[config.mk]
export PLATFORM = sky130hd
export DESIGN_NAME = fetch_stage
export DESIGN_NICKNAME = d
export VERILOG_FILES = /design/src/rtl/fetch_stage.sv
export SDC_FILE = /design/constraint.sdc
export NUM_CORES = 1
export LEC_CHECK = 0
export CAP_MARGIN = 20
export CORE_ASPECT_RATIO = 0.7
export CORE_MARGIN = 1.5
export CORE_UTILIZATION = 44
export DETAILED_ROUTE_END_ITERATION = 7
export PLACE_DENSITY = 0.77
export SYNTH_ARGS = -nofsm -noshare
export SYNTH_HDL_FRONTEND = slang
export SYNTH_SLANG_ARGS = --single-unit
[constraint.sdc]
create_clock -name clk -period 2 [get_ports clk]
set_input_delay 0.2 -clock clk [delete_from_list [all_inputs] [get_ports clk]]
set_output_delay 0.2 -clock clk [all_outputs]
set_load 0.01 [all_outputs]
[src/rtl/fetch_stage.sv]
// Instruction-fetch stage: owns the fetch PC, issues one imem request at a time and drives the IF/ID register.
// Optional FETCH_PERF_EN adds saturating fetch/bubble counters on perf_fetch_cnt / perf_bubble_cnt.
module fetch_stage #(
  parameter logic [31:0] RESET_PC  = 32'h0000_0000,
  parameter logic [31:0] NOP_INSTR = 32'h0000_0013
) (
  input  logic        clk,
  input  logic        rst,
  input  logic        stallD,
  input  logic        flushD,
  input  logic        pcsrcE,
  input  logic [31:0] pctargetE,
  output logic        imem_req,
  output logic [31:0] imem_addr,
  input  logic        imem_ready,
  input  logic        imem_rvalid,
  input  logic [31:0] imem_rdata,
  output logic [31:0] instructd,
  output logic [31:0] pcd,
  output logic [31:0] pc4d,
  output logic        validd
`ifdef FETCH_PERF_EN
  ,
  output logic [31:0] perf_fetch_cnt,
  output logic [31:0] perf_bubble_cnt
`endif
);

  typedef enum logic [1:0] {
    S_REQ,
    S_WAIT,
    S_HOLD,
    S_DROP
  } state_e;

  state_e      state_q, state_d;
  logic [31:0] pc_q, pc_d;
  logic [31:0] hold_q, hold_d;
  logic [31:0] instr_q, instr_d;
  logic [31:0] pcd_q, pcd_d;
  logic [31:0] pc4d_q, pc4d_d;
  logic        valid_q, valid_d;

  logic        load_ok;
  logic        load;
  logic        bubble_wr;
  logic [31:0] load_instr;
  logic [31:0] pc_plus4;
  logic [31:0] tgt_aligned;

  assign load_ok     = !stallD && !flushD;
  assign pc_plus4    = pc_q + 32'd4;
  assign tgt_aligned = {pctargetE[31:2], 2'b00};

  // Fetch FSM: a redirect always wins over a returning word.
  always_comb begin
    state_d    = state_q;
    pc_d       = pc_q;
    hold_d     = hold_q;
    load       = 1'b0;
    load_instr = hold_q;
    unique case (state_q)
      S_REQ: begin
        if (pcsrcE) begin
          pc_d = tgt_aligned;
        end else if (imem_ready) begin
          state_d = S_WAIT;
        end
      end
      S_WAIT: begin
        if (imem_rvalid) begin
          if (pcsrcE) begin
            pc_d    = tgt_aligned;
            state_d = S_REQ;
          end else if (load_ok) begin
            load       = 1'b1;
            load_instr = imem_rdata;
            pc_d       = pc_plus4;
            state_d    = S_REQ;
          end else begin
            hold_d  = imem_rdata;
            state_d = S_HOLD;
          end
        end else if (pcsrcE) begin
          pc_d    = tgt_aligned;
          state_d = S_DROP;
        end
      end
      S_HOLD: begin
        if (pcsrcE) begin
          pc_d    = tgt_aligned;
          state_d = S_REQ;
        end else if (load_ok) begin
          load       = 1'b1;
          load_instr = hold_q;
          pc_d       = pc_plus4;
          state_d    = S_REQ;
        end
      end
      S_DROP: begin
        if (pcsrcE) begin
          pc_d = tgt_aligned;
        end
        // The response still owed to the old path is consumed here, even if it coincides with a new redirect.
        if (imem_rvalid) begin
          state_d = S_REQ;
        end
      end
      default: state_d = S_REQ;
    endcase
  end

  always_comb begin
    instr_d   = instr_q;
    pcd_d     = pcd_q;
    pc4d_d    = pc4d_q;
    valid_d   = valid_q;
    bubble_wr = 1'b0;
    if (flushD) begin
      instr_d   = NOP_INSTR;
      valid_d   = 1'b0;
      bubble_wr = 1'b1;
    end else if (stallD) begin
      bubble_wr = 1'b0;
    end else if (load) begin
      instr_d = load_instr;
      pcd_d   = pc_q;
      pc4d_d  = pc_plus4;
      valid_d = 1'b1;
    end else begin
      instr_d   = NOP_INSTR;
      valid_d   = 1'b0;
      bubble_wr = 1'b1;
    end
  end

  always_ff @(posedge clk) begin
    if (rst) begin
      state_q <= S_REQ;
      pc_q    <= RESET_PC;
      hold_q  <= '0;
      instr_q <= NOP_INSTR;
      pcd_q   <= '0;
      pc4d_q  <= '0;
      valid_q <= 1'b0;
    end else begin
      state_q <= state_d;
      pc_q    <= pc_d;
      hold_q  <= hold_d;
      instr_q <= instr_d;
      pcd_q   <= pcd_d;
      pc4d_q  <= pc4d_d;
      valid_q <= valid_d;
    end
  end

  assign imem_req  = (state_q == S_REQ) && !pcsrcE && !rst;
  assign imem_addr = pc_q;
  assign instructd = instr_q;
  assign pcd       = pcd_q;
  assign pc4d      = pc4d_q;
  assign validd    = valid_q;

`ifdef FETCH_PERF_EN
  logic [31:0] fetch_cnt_q, fetch_cnt_d;
  logic [31:0] bubble_cnt_q, bubble_cnt_d;

  always_comb begin
    fetch_cnt_d  = fetch_cnt_q;
    bubble_cnt_d = bubble_cnt_q;
    if (load && (fetch_cnt_q != '1)) begin
      fetch_cnt_d = fetch_cnt_q + 32'd1;
    end
    if (bubble_wr && (bubble_cnt_q != '1)) begin
      bubble_cnt_d = bubble_cnt_q + 32'd1;
    end
  end

  always_ff @(posedge clk) begin
    if (rst) begin
      fetch_cnt_q  <= '0;
      bubble_cnt_q <= '0;
    end else begin
      fetch_cnt_q  <= fetch_cnt_d;
      bubble_cnt_q <= bubble_cnt_d;
    end
  end

  assign perf_fetch_cnt  = fetch_cnt_q;
  assign perf_bubble_cnt = bubble_cnt_q;
`else
  logic perf_unused;
  assign perf_unused = bubble_wr;
`endif

endmodule
==> impl_metrics.sql, run 1 <==
INSERT INTO impl_metrics (metric_group, metric, value, unit) VALUES
('global_routing', 'vias_in_the_first_global_route', '6819', ''),
('placement', 'placed_cells', '1349', ''),
('routing', 'drt-pass1-iter-count', '5', ''),
('synth', 'synth-warning-count', '0', ''),
('timing', 'report.final.slew_viol_count', '0', ''),
('worst_setup_path', 'cp_data_required_time', '2280', 'ps'),
('global_routing', 'grt_start_max_net_pins', '73', ''),
('routing', 'drt.antenna.violating_nets', '0', ''),
('global_routing', 'initial_antenna_violation_count', '0', ''),
('floorplan', 'die_outline_area', '17200', 'µm²'),
('worst_setup_path', 'cell_chain_critical_path', 'nand4_4 -> nor4_4 -> buf_4 -> nand4_1 -> xor2_1 -> a211oi_2', ''),
('clocking', 'ctsLongestPathBuffers', '2', ''),
('placement', 'estimated_wirelength_of_the_detail_placed_design', '15.7', 'mm'),
('floorplan', 'rows', '38', ''),
('worst_setup_path', 'worstPathArrival', '2260', 'ps'),
('routing', 'routed_wl', '23.0', 'mm'),
('worst_setup_path', 'cp_max_fo', '8', ''),
('worst_setup_path', 'crit_slowest_cell', 'sky130_fd_sc_hd__nor4_4', ''),
('min_path', 'timing.hold.worst_endpoint', 'hold_q[21]', ''),
('timing', 'timing.final.crit_share', '0.992', ''),
('finish', 'post_layout_nonfiller_instances', '1389', ''),
('clocking', 'ctsRootBufferMaster', 'sky130_fd_sc_hd__clkbuf_16', ''),
('timing', 'clock_skew', '12.1', 'ps'),
('clocking', 'tritoncts', 'yes', ''),
('finish', 'nets', '1233', ''),
('worst_setup_path', 'critPathKind', 'flip-flop to flip-flop', ''),
('timing', 'timing_worst_slew_pin_value', '795', 'ps'),
('worst_setup_path', 'cp_slowest_stage_delay', '400', 'ps'),
('worst_setup_path', 'reg2regPathDepth', '6', ''),
('clocking', 'cts_sinks', '161', ''),
('power_and_ir_drop', 'clock_power_share', '0.393', ''),
('timing', 'grt_setup_unrepaired', 'true', ''),
('synth', 'ys.flop_type', 'sky130_fd_sc_hd__dfxtp_1', ''),
('floorplan', 'chipHeight', '110', 'µm'),
('power_and_ir_drop', 'powerDensity', '717', 'nW/µm²'),
('global_routing', 'grt.overflow.total', '0', ''),
('synth', 'postSynth.asyncResetShare', '0', ''),
('power_and_ir_drop', 'design_power_total', '7.57', 'mW'),
('routing', 'detail_route.iter0.violations', '572', ''),
('timing', 'post-route-worst-setup-slack', '15.7', 'ps'),
('clocking', 'worstSkewPairLatency', '420', 'ps'),
('power_and_ir_drop', 'intPower', '5.48', 'mW'),
('finish', 'n_antenna_cell', '0', ''),
('timing', 'max_freq', '504', 'MHz'),
('min_path', 'hold_path.startpoint', 'rst', ''),
('worst_setup_path', 'critPathCaptureType', 'flip-flop', ''),
('clocking', 'reg_clk_slew_reported_paths', '70', 'ps'),
('power_and_ir_drop', 'cellLeakagePower', '3.62', 'nW'),
('run_status', 'status', 'finished clean', ''),
('synth', 'synth-edff-count', '0', ''),
('power_and_ir_drop', 'ir_drop', '0.566', 'mV'),
('placement', 'place.gp.congestion', '0.890', ''),
('power_and_ir_drop', 'power.sequential.fraction', '0.443', ''),
('routing', 'routed-via-count', '7453', ''),
('synth', 'yosys.cell_types.count', '52', ''),
('timing', 'layout_min_cycle_time', '1980', 'ps'),
('floorplan', 'initial_utilization', '0.458', ''),
('worst_setup_path', 'rr_startpoint', 'imem_addr[13]', ''),
('min_path', 'worstHoldPathCells', '2', ''),
('synth', 'synth-seq-cells', '161', ''),
('floorplan', 'io_pins', '201', ''),
('power_and_ir_drop', 'power.net_switching', '2.09', 'mW'),
('synth', 'netlist_area', '7240', 'µm²'),
('power_and_ir_drop', 'combinationalPowerShare', '0.163', ''),
('clocking', 'numCtsBuffers', '17', ''),
('synth', 'synth_seq_area_share', '0.445', ''),
('finish', 'layout_common_cells', '218 x sky130_fd_sc_hd__nand2_1, 197 x sky130_fd_sc_hd__clkdlybuf4s50_1, 159 x sky130_fd_sc_hd__dfxtp_1', ''),
('routing', 'remaining_drc_errors', '0', ''),
('global_routing', 'grt.total_usage', '0.263', ''),
('power_and_ir_drop', 'net_switching_share_of_the_total_power', '0.276', ''),
('finish', 'layout_cell_share_with_drive_strength_beyond_1', '0.139', '');
## through the flow
stage / util / setup TNS (ps) / hold WS [ps] / cell area [µm²]
final: 0.668 / 0 / 171 / 10500
after global routing: 0.668 / -498 / 158 / 10500
after CTS: 0.659 / 0 / 152 / 10400
after detailed placement: 0.625 / -2620 / 445 / 9860
after global placement: 0.625 / -260 / 441 / 9860
after floorplan: - / 0 / 315 / 7250
## worst max-delay path, delay by kind of cell (launching register included)
| kind | cells | cell delay (ps) |
|---|---|---|
| DFF | 1 | 380 |
| xor gates and xnor gates | 1 | 310 |
| buffers and inverters | 1 | 170 |
| AOI/OAI and AO/OA | 1 | 100 |
| and+or+nand+nor | 3 | 880 |
## metal layers
layer | track usage | up-vias | share of wire
met1 | 0.381 | 3470 | 0.46
met5 | 0 | - | 0
met4 | 0.0741 | 0 | 0.015
met2 | 0.386 | 313 | 0.43
li1 | - | 3642 | -
met3 | 0.0665 | 28 | 0.091
## final cells by class
class                           count  area (µm²)
Sequential cell                   161        3230
Tap cell                          220         275
Clock inverter                     12         100
Multi-Input combinational cell    676        3720
Fill cell                        1389        5240
Timing Repair Buffer              287        2740
Clock buffer                       20         437
Inverter                           13        48.8
## cells by family after synthesis
group                      Yosys count  synth area share
buffers and inverters               86            0.0512
AOI/OAI and AO/OA                  247             0.209
muxes                                9            0.0135
xor gates and xnor gates            29            0.0351
adders and majority gates            6            0.0104
DFF                                161             0.445
and+or+nand+nor                    385             0.235
## synthesized netlist by cell type, drive strengths merged (7+ instances only)
library cell	count	area [µm²]
inv	13	48.8
nand2	218	818
o22ai	8	50.1
o311ai	7	61.3
a21oi	148	744
buf	23	131
and3	9	56.3
o21ai	16	80.1
nor2	92	350
a211oi	30	265
a22oi	9	67.6
nand4	10	92.6
dfxtp	161	3220
nand3	19	105
clkbuf	50	190
nand2b	8	50.1
xnor2	13	114
nor3	11	60.1
xor2	16	140
a31oi	7	43.8
## flip-flops by register name, indices dropped and copies added (netlist names)
| register | count |
|---|---|
| validd | 1 |
| pc4d | 30 |
| instructd | 32 |
| hold_q | 32 |
| imem_addr | 32 |
| pcd | 32 |
| state_q | 2 |
## worst max-delay path by stage
stage	start	to	slack (ps)
after global placement	state_q[0]	pc4d[25]	-20
final	imem_addr[13]	pc4d[31]	20
after global routing	imem_addr[13]	pc4d[31]	-70
after CTS	state_q[1]	pc4d[12]	10
after floorplan	state_q[1]	imem_addr[16]	4
after detailed placement	pcsrcE	imem_addr[17]	-110
## power by group through the flow
stage	sequential [mW]	clock, mW	combinational [mW]
final	3.35	2.98	1.24
after global routing	3.36	3.19	1.34
after CTS	3.35	3.03	1.17
after detailed placement	3.42	0	1.16
after global placement	3.42	0	1.14
after floorplan	3.46	0	0.526
## what timing repair did
item                                    in CTS  in global routing
gates cloned                                 0                  1
endpoints found under the setup margin      74                 62
hold endpoints to repair                     0                  0
gates resized for setup                      2                 15
buffers inserted                             0                  7
pin swaps                                    0                  2
No activity file was read; power rests on OpenSTA's default activity.
==> run 2, diff against run 1 <==
--- a/config.mk
+++ b/config.mk
@@ -7,10 +7,9 @@
 export LEC_CHECK = 0
 export CAP_MARGIN = 20
 export CORE_ASPECT_RATIO = 0.7
-export CORE_MARGIN = 1.5
-export CORE_UTILIZATION = 44
+export CORE_UTILIZATION = 50
 export DETAILED_ROUTE_END_ITERATION = 7
-export PLACE_DENSITY = 0.77
+export PLACE_DENSITY = 0.83
 export SYNTH_ARGS = -nofsm -noshare
 export SYNTH_HDL_FRONTEND = slang
 export SYNTH_SLANG_ARGS = --single-unit
==> constraint.sdc (replaced) <==
create_clock -name clk -period 2.45 [get_ports clk]
set_input_delay 0.245 -clock clk [delete_from_list [all_inputs] [get_ports clk]]
set_output_delay 0.245 -clock clk [all_outputs]
set_load 0.01 [all_outputs]
==> impl_metrics.sql, run 2 (synthesized netlist as in run 1, its figures left out) <==
INSERT INTO impl_metrics (metric_group, metric, value, unit) VALUES
('finish', 'nets', '1188', ''),
('floorplan', 'initial_utilization', '0.517', ''),
('floorplan', 'die_outline_area', '15000', 'µm²'),
('timing', 'timing.final.crit_share', '0.950', ''),
('min_path', 'min_path_type', 'input pin to flip-flop', ''),
('timing', 'setup_total_negative_slack', '0', 'ps'),
('timing', 'setup_viol', '0', ''),
('worst_setup_path', 'cp_data_required_time', '2770', 'ps'),
('placement', 'placed_cells', '1282', ''),
('power_and_ir_drop', 'cellLeakagePower', '3.41', 'nW'),
('placement', 'placement.io_buffers', '198', ''),
('routing', 'drt.antenna.violating_nets', '0', ''),
('timing', 'post-route-worst-setup-slack', '122', 'ps'),
('worst_setup_path', 'worstPathArrival', '2650', 'ps'),
('worst_setup_path', 'crit_end', 'imem_addr[9]', ''),
('timing', 'slew-limit-headroom', '0.516', ''),
('placement', 'place.gp.congestion', '0.888', ''),
('finish', 'layout_common_cells', '218 x sky130_fd_sc_hd__nand2_1, 197 x sky130_fd_sc_hd__clkdlybuf4s50_1, 161 x sky130_fd_sc_hd__dfxtp_1', ''),
('routing', 'drt-pass1-iter-count', '7', ''),
('min_path', 'hold_path.startpoint', 'rst', ''),
('clocking', 'postCtsSetupRepairBufs', '0', ''),
('routing', 'wl_per_cell', '16.6', 'µm'),
('floorplan', 'die_w', '146', 'µm'),
('worst_setup_path', 'rr_startpoint', 'state_q[1]', ''),
('placement', 'area_of_placed_instances', '9510', 'µm²'),
('worst_setup_path', 'critPathKind', 'flip-flop to flip-flop', ''),
('finish', 'n_antenna_cell', '0', ''),
('routing', 'routed-via-count', '7331', ''),
('floorplan', 'chipHeight', '103', 'µm'),
('timing', 'layout_min_cycle_time', '2330', 'ps'),
('clocking', 'cts_sinks', '161', ''),
('finish', 'area_growth_syn_to_layout', '39.9', '%'),
('finish', 'layout.cells.most_common', 'sky130_fd_sc_hd__nand2_1', ''),
('finish', 'fill_cells', '1094', ''),
('finish', 'sequential_cell_area', '3220', 'µm²'),
('timing', 'clock_skew', '14.2', 'ps'),
('finish', 'multiInputGateArea', '3670', 'µm²'),
('routing', 'highest_routing_layer_actually_used', 'met4', ''),
('worst_setup_path', 'critPathCaptureType', 'flip-flop', ''),
('routing', 'number_of_vias_per_cell_after_detailed_routing', '5.58', ''),
('global_routing', 'initial_antenna_violation_count', '0', ''),
('routing', 'dr_wl_met2', '9.78', 'mm'),
('clocking', 'cts_hold_repair.buffers', '0', ''),
('global_routing', 'grt_start_max_net_pins', '66', ''),
('routing', 'drt-met1-wl', '9.83', 'mm'),
('clocking', 'tritoncts', 'yes', ''),
('clocking', 'ctsLongestPathBuffers', '2', ''),
('finish', 'stdcell_area', '10100', 'µm²'),
('power_and_ir_drop', 'design_power_total', '6.36', 'mW'),
('timing', 'report.final.slew_viol_count', '0', ''),
('timing', 'min_hold_slack', '179', 'ps'),
('clocking', 'reg_clk_slew_reported_paths', '60', 'ps'),
('routing', 'met3WireLength', '1.90', 'mm'),
('global_routing', 'vias_in_the_first_global_route', '6839', ''),
('floorplan', 'io_pins', '201', ''),
('worst_setup_path', 'reg2regPathDepth', '8', ''),
('worst_setup_path', 'crit_slowest_cell', 'sky130_fd_sc_hd__mux2i_1', ''),
('worst_setup_path', 'worstSetupStartpoint', 'state_q[1]', ''),
('routing', 'routed_wl', '21.8', 'mm'),
('worst_setup_path', 'r2r_end', 'imem_addr[9]', ''),
('worst_setup_path', 'timing.reg2reg.setup_slack', '120', 'ps'),
('worst_setup_path', 'cp_max_fo', '10', ''),
('run_status', 'status', 'finished clean', ''),
('power_and_ir_drop', 'ir_drop', '0.538', 'mV'),
('routing', 'remaining_drc_errors', '0', ''),
('floorplan', 'rows', '36', ''),
('global_routing', 'grt_first_pass_wirelength', '34.7', 'mm'),
('placement', 'place_worst_setup_slack', '148', 'ps'),
('timing', 'timing_worst_slew_pin_value', '726', 'ps'),
('worst_setup_path', 'cell_chain_critical_path', 'inv_1 -> ha_1 -> mux2i_1 -> nor2_1 -> buf_4 -> a311oi_1 -> a21oi_1 -> a211oi_1', ''),
('power_and_ir_drop', 'powerDensity', '628', 'nW/µm²'),
('routing', 'detail_route.iter0.violations', '475', ''),
('flow_run', 'max-cap-violations', '0', ''),
('finish', 'layout_cell_share_with_drive_strength_beyond_1', '0.0979', ''),
('timing', 'timing.final.hold_violations', '0', ''),
('placement', 'estimated_wirelength_of_the_detail_placed_design', '14.8', 'mm'),
('finish', 'post_layout_nonfiller_instances', '1314', ''),
('clocking', 'numCtsBuffers', '17', ''),
('clocking', 'ctsRootBufferMaster', 'sky130_fd_sc_hd__clkbuf_16', ''),
('global_routing', 'grt.total_usage', '0.292', ''),
('worst_setup_path', 'crit_path_start_kind', 'flip-flop', ''),
('timing', 'grt_setup_unrepaired', 'false', ''),
('floorplan', 'fp.coreArea', '14000', 'µm²'),
('clocking', 'worstSkewPairLatency', '420', 'ps'),
('timing', 'max_freq', '429', 'MHz'),
('finish', 'fin_util', '0.723', ''),
('worst_setup_path', 'cp_slowest_stage_delay', '520', 'ps'),
('clocking', 'cts_max_level', '4', ''),
('global_routing', 'grt.overflow.total', '0', '');
-- run 2: how the worst min path moves through the flow --
stage                              end  slack, ps  cells past startpoint
after global placement         pcd[12]        440                      2
after global routing           pcd[11]        170                      2
after detailed placement       pcd[18]        450                      2
after CTS                      pcd[13]        150                      2
final                          pcd[13]        180                      2
after floorplan           instructd[0]        360                      2
-- run 2: cell type report --
| cell class | instances | area share |
|---|---|---|
| multi-input cells | 676 | 0.362 |
| well taps | 190 | 0.0235 |
| clock buffers | 20 | 0.0461 |
| inverters | 13 | 0.00482 |
| flip-flops and latches | 161 | 0.318 |
| clock inverters | 12 | 0.0145 |
| repair buffers | 242 | 0.231 |
-- run 2: power breakdown --
group / switching [mW] / total [mW] / leakage, nW / internal, mW
logic: 0.469 / 0.857 / 1.81 / 0.388
registers: 0.0799 / 2.76 / 1.30 / 2.68
clock network: 1.13 / 2.74 / 0.297 / 1.61
total: 1.68 / 6.36 / 3.41 / 4.68
-- run 2: repair_timing --
| item | in CTS | in global routing |
|---|---|---|
| setup endpoints to repair | 0 | 4 |
| hold endpoints to repair | 0 | 0 |
| gates resized for setup | 0 | 2 |
-- run 2: worst max-delay path, delay by kind of cell, from the launching register on --
| family | cells | cell delay [ps] |
|---|---|---|
| AO/OA/AOI/OAI | 3 | 560 |
| adder cells (fa/ha/maj) | 1 | 400 |
| buffers and inverters | 2 | 290 |
| flip-flops | 1 | 340 |
| multiplexers | 1 | 520 |
| AND/OR/NAND/NOR | 1 | 120 |
-- run 2: per-layer routing --
layer	up-vias	global-route usage
li1	3551	-
met1	3425	0.385
met2	328	0.471
met3	27	0.0739
met4	0	0.0988
met5	-	0
==> run 3, diff against run 2 <==
--- a/config.mk
+++ b/config.mk
@@ -7,9 +7,10 @@
 export LEC_CHECK = 0
 export CAP_MARGIN = 20
 export CORE_ASPECT_RATIO = 0.7
-export CORE_UTILIZATION = 50
+export CORE_UTILIZATION = 52
 export DETAILED_ROUTE_END_ITERATION = 7
-export PLACE_DENSITY = 0.83
+export PLACE_DENSITY = 0.86
 export SYNTH_ARGS = -nofsm -noshare
 export SYNTH_HDL_FRONTEND = slang
 export SYNTH_SLANG_ARGS = --single-unit
+export TNS_END_PERCENT = 10
==> impl_metrics.sql, run 3 (synthesized netlist as in run 1, its figures left out) <==
INSERT INTO impl_metrics (metric_group, metric, value, unit) VALUES
('timing', 'timing.final.crit_share', '0.924', ''),
('run_status', 'status', 'finished clean', ''),
('worst_setup_path', 'worstSetupStartpoint', 'state_q[0]', ''),
('floorplan', 'io_pins', '201', ''),
('clocking', 'cts_max_level', '4', ''),
('placement', 'area_of_placed_instances', '9520', 'µm²'),
('clocking', 'postCtsSetupRepairBufs', '0', ''),
('timing', 'max_freq', '442', 'MHz'),
('global_routing', 'grt.total_usage', '0.315', ''),
('routing', 'drt-pass1-iter-count', '5', ''),
('global_routing', 'gr-usage-met1', '0.425', ''),
('power_and_ir_drop', 'intPower', '4.69', 'mW'),
('worst_setup_path', 'r2r_end', 'imem_addr[28]', ''),
('worst_setup_path', 'timing.reg2reg.setup_slack', '190', 'ps'),
('worst_setup_path', 'critPathCaptureType', 'flip-flop', ''),
('floorplan', 'rows', '35', ''),
('routing', 'detail_route.iter0.violations', '569', ''),
('power_and_ir_drop', 'ir_drop', '0.536', 'mV'),
('min_path', 'worstHoldPathCells', '2', ''),
('min_path', 'min_path_type', 'input pin to flip-flop', ''),
('placement', 'place.gp.congestion', '0.869', ''),
('worst_setup_path', 'critPathKind', 'flip-flop to flip-flop', ''),
('timing', 'clock_skew', '9.61', 'ps'),
('timing', 'slew-limit-headroom', '0.562', ''),
('floorplan', 'fp.coreArea', '13400', 'µm²'),
('clocking', 'ctsRootBufferMaster', 'sky130_fd_sc_hd__clkbuf_16', ''),
('power_and_ir_drop', 'powerDensity', '630', 'nW/µm²'),
('power_and_ir_drop', 'power.sequential.fraction', '0.433', ''),
('flow_run', 'max-cap-violations', '0', ''),
('global_routing', 'grt.overflow.total', '0', ''),
('finish', 'stdcell_area', '10100', 'µm²'),
('power_and_ir_drop', 'net_switching_share_of_the_total_power', '0.265', ''),
('clocking', 'cts_hold_repair.buffers', '0', ''),
('floorplan', 'chipHeight', '101', 'µm'),
('global_routing', 'global_route.peak_usage_layer', 'met2', ''),
('worst_setup_path', 'crit_slowest_cell', 'sky130_fd_sc_hd__or3b_2', ''),
('timing', 'timing.final.hold_violations', '0', ''),
('placement', 'placement.io_buffers', '198', ''),
('worst_setup_path', 'cp_slowest_stage_delay', '510', 'ps'),
('routing', 'wl_per_cell', '16.9', 'µm'),
('routing', 'routed-via-count', '7415', ''),
('clocking', 'numCtsBuffers', '17', ''),
('global_routing', 'grt_first_pass_wirelength', '35.2', 'mm'),
('worst_setup_path', 'cp_max_fo', '7', ''),
('global_routing', 'grt_use_met2', '0.483', ''),
('power_and_ir_drop', 'combinationalPowerShare', '0.136', ''),
('worst_setup_path', 'cp_data_required_time', '2740', 'ps'),
('power_and_ir_drop', 'clock_power_share', '0.431', ''),
('placement', 'estimated_wirelength_of_the_detail_placed_design', '15.0', 'mm'),
('timing', 'grt_setup_unrepaired', 'false', ''),
('worst_setup_path', 'crit_path_start_kind', 'flip-flop', ''),
('worst_setup_path', 'cell_chain_critical_path', 'inv_1 -> ha_1 -> or3b_2 -> nand2b_2 -> nor3_1 -> buf_4 -> o21ai_0 -> o311ai_0', ''),
('worst_setup_path', 'reg2regPathDepth', '8', ''),
('timing', 'setup_total_negative_slack', '0', 'ps'),
('clocking', 'tritoncts', 'yes', ''),
('worst_setup_path', 'worstPathArrival', '2550', 'ps'),
('worst_setup_path', 'rr_startpoint', 'state_q[0]', ''),
('global_routing', 'grt_start_max_net_pins', '60', ''),
('power_and_ir_drop', 'power.net_switching', '1.69', 'mW'),
('routing', 'drt.antenna.violating_nets', '0', ''),
('clocking', 'reg_clk_slew_reported_paths', '60', 'ps'),
('global_routing', 'initial_antenna_violation_count', '1', ''),
('floorplan', 'die_w', '143', 'µm'),
('clocking', 'cts.repair.resized', '0', ''),
('timing', 'setup_viol', '0', ''),
('worst_setup_path', 'crit_end', 'imem_addr[28]', ''),
('routing', 'remaining_drc_errors', '0', ''),
('power_and_ir_drop', 'cellLeakagePower', '3.40', 'nW'),
('finish', 'layout.cells.most_common', 'sky130_fd_sc_hd__nand2_1', ''),
('timing', 'timing_worst_slew_pin_value', '654', 'ps'),
('floorplan', 'initial_utilization', '0.542', ''),
('finish', 'area_growth_syn_to_layout', '40.0', '%'),
('timing', 'min_hold_slack', '244', 'ps'),
('finish', 'layout_cell_share_with_drive_strength_beyond_1', '0.0945', ''),
('global_routing', 'groute.layer.met3.usage', '0.0789', ''),
('finish', 'nets', '1187', ''),
('routing', 'number_of_vias_per_cell_after_detailed_routing', '5.67', ''),
('finish', 'layout_common_cells', '218 x sky130_fd_sc_hd__nand2_1, 197 x sky130_fd_sc_hd__clkdlybuf4s50_1, 161 x sky130_fd_sc_hd__dfxtp_1', ''),
('floorplan', 'die_outline_area', '14400', 'µm²'),
('clocking', 'cts_sinks', '161', ''),
('timing', 'layout_min_cycle_time', '2260', 'ps'),
('timing', 'report.final.slew_viol_count', '0', ''),
('clocking', 'ctsLongestPathBuffers', '2', ''),
('clocking', 'worstSkewPairLatency', '420', 'ps'),
('routing', 'routed_wl', '22.2', 'mm'),
('global_routing', 'vias_in_the_first_global_route', '6968', '');
==> run 3: cell count changes in the layout (fill, tap and decap cells not counted), moves of 2 or more <==
cell	previous run	this run
sky130_fd_sc_hd__buf_12	2	4
sky130_fd_sc_hd__buf_4	43	40
sky130_fd_sc_hd__clkbuf_8	3	0
sky130_fd_sc_hd__clkinv_4	3	0
sky130_fd_sc_hd__clkinvlp_4	2	5
==> run 3: how the worst min path moves through the flow <==
stage          slack, ps     from           end
2_1_floorplan        360   flushD  instructd[0]
3_3_place_gp         440  pcd[16]       pcd[16]
3_5_place_dp         450  pcd[24]       pcd[24]
4_1_cts              230      rst       pcd[20]
5_1_grt              230      rst       pcd[20]
6_report             240      rst       pcd[14]
==> run 3: layer usage <==
layer  up-vias  wire [µm]
li1       3546          -
met1      3464       9860
met2       361       9830
met3        44       2000
met4         0        464
met5         -          0
==> run 3: worst max-delay path: cells and delay by family (launching register included) <==
family | cells | cell delay, ps
AO/OA/AOI/OAI | 2 | 300
adder cells (fa/ha/maj) | 1 | 430
buffers and inverters | 2 | 280
flip-flops | 1 | 380
AND/OR/NAND/NOR | 3 | 740
==> run 3: power by group through the flow <==
stage / clock, mW / sequential [mW] / combinational [mW]
global route: 2.90 / 2.77 / 0.929
finish: 2.75 / 2.77 / 0.865
CTS: 2.78 / 2.76 / 0.853
global placement: 0 / 2.82 / 0.826
detailed placement: 0 / 2.82 / 0.844
floorplan: 0 / 2.82 / 0.422
==> run 3: final cells by class <==
type                    instances  area [µm²]
diodes                          1        2.50
fillers                       986        3230
clock inverters                13         176
multi-input cells             676        3660
flip-flops and latches        161        3220
repair buffers                241        2350
inverters                      13        48.8
clock buffers                  18         429
well taps                     185         231
==> run 3: per-stage QoR <==
stage / setup slack, ps / power, mW / std cells / util
2_1_floorplan: 369 / 3.25 / 923 / -
3_3_place_gp: 252 / 3.64 / 1276 / 0.713
3_5_place_dp: 169 / 3.66 / 1276 / 0.713
4_1_cts: 140 / 6.40 / 1307 / 0.758
5_1_grt: 33.1 / 6.60 / 1308 / 0.758
6_report: 187 / 6.38 / 1308 / 0.758
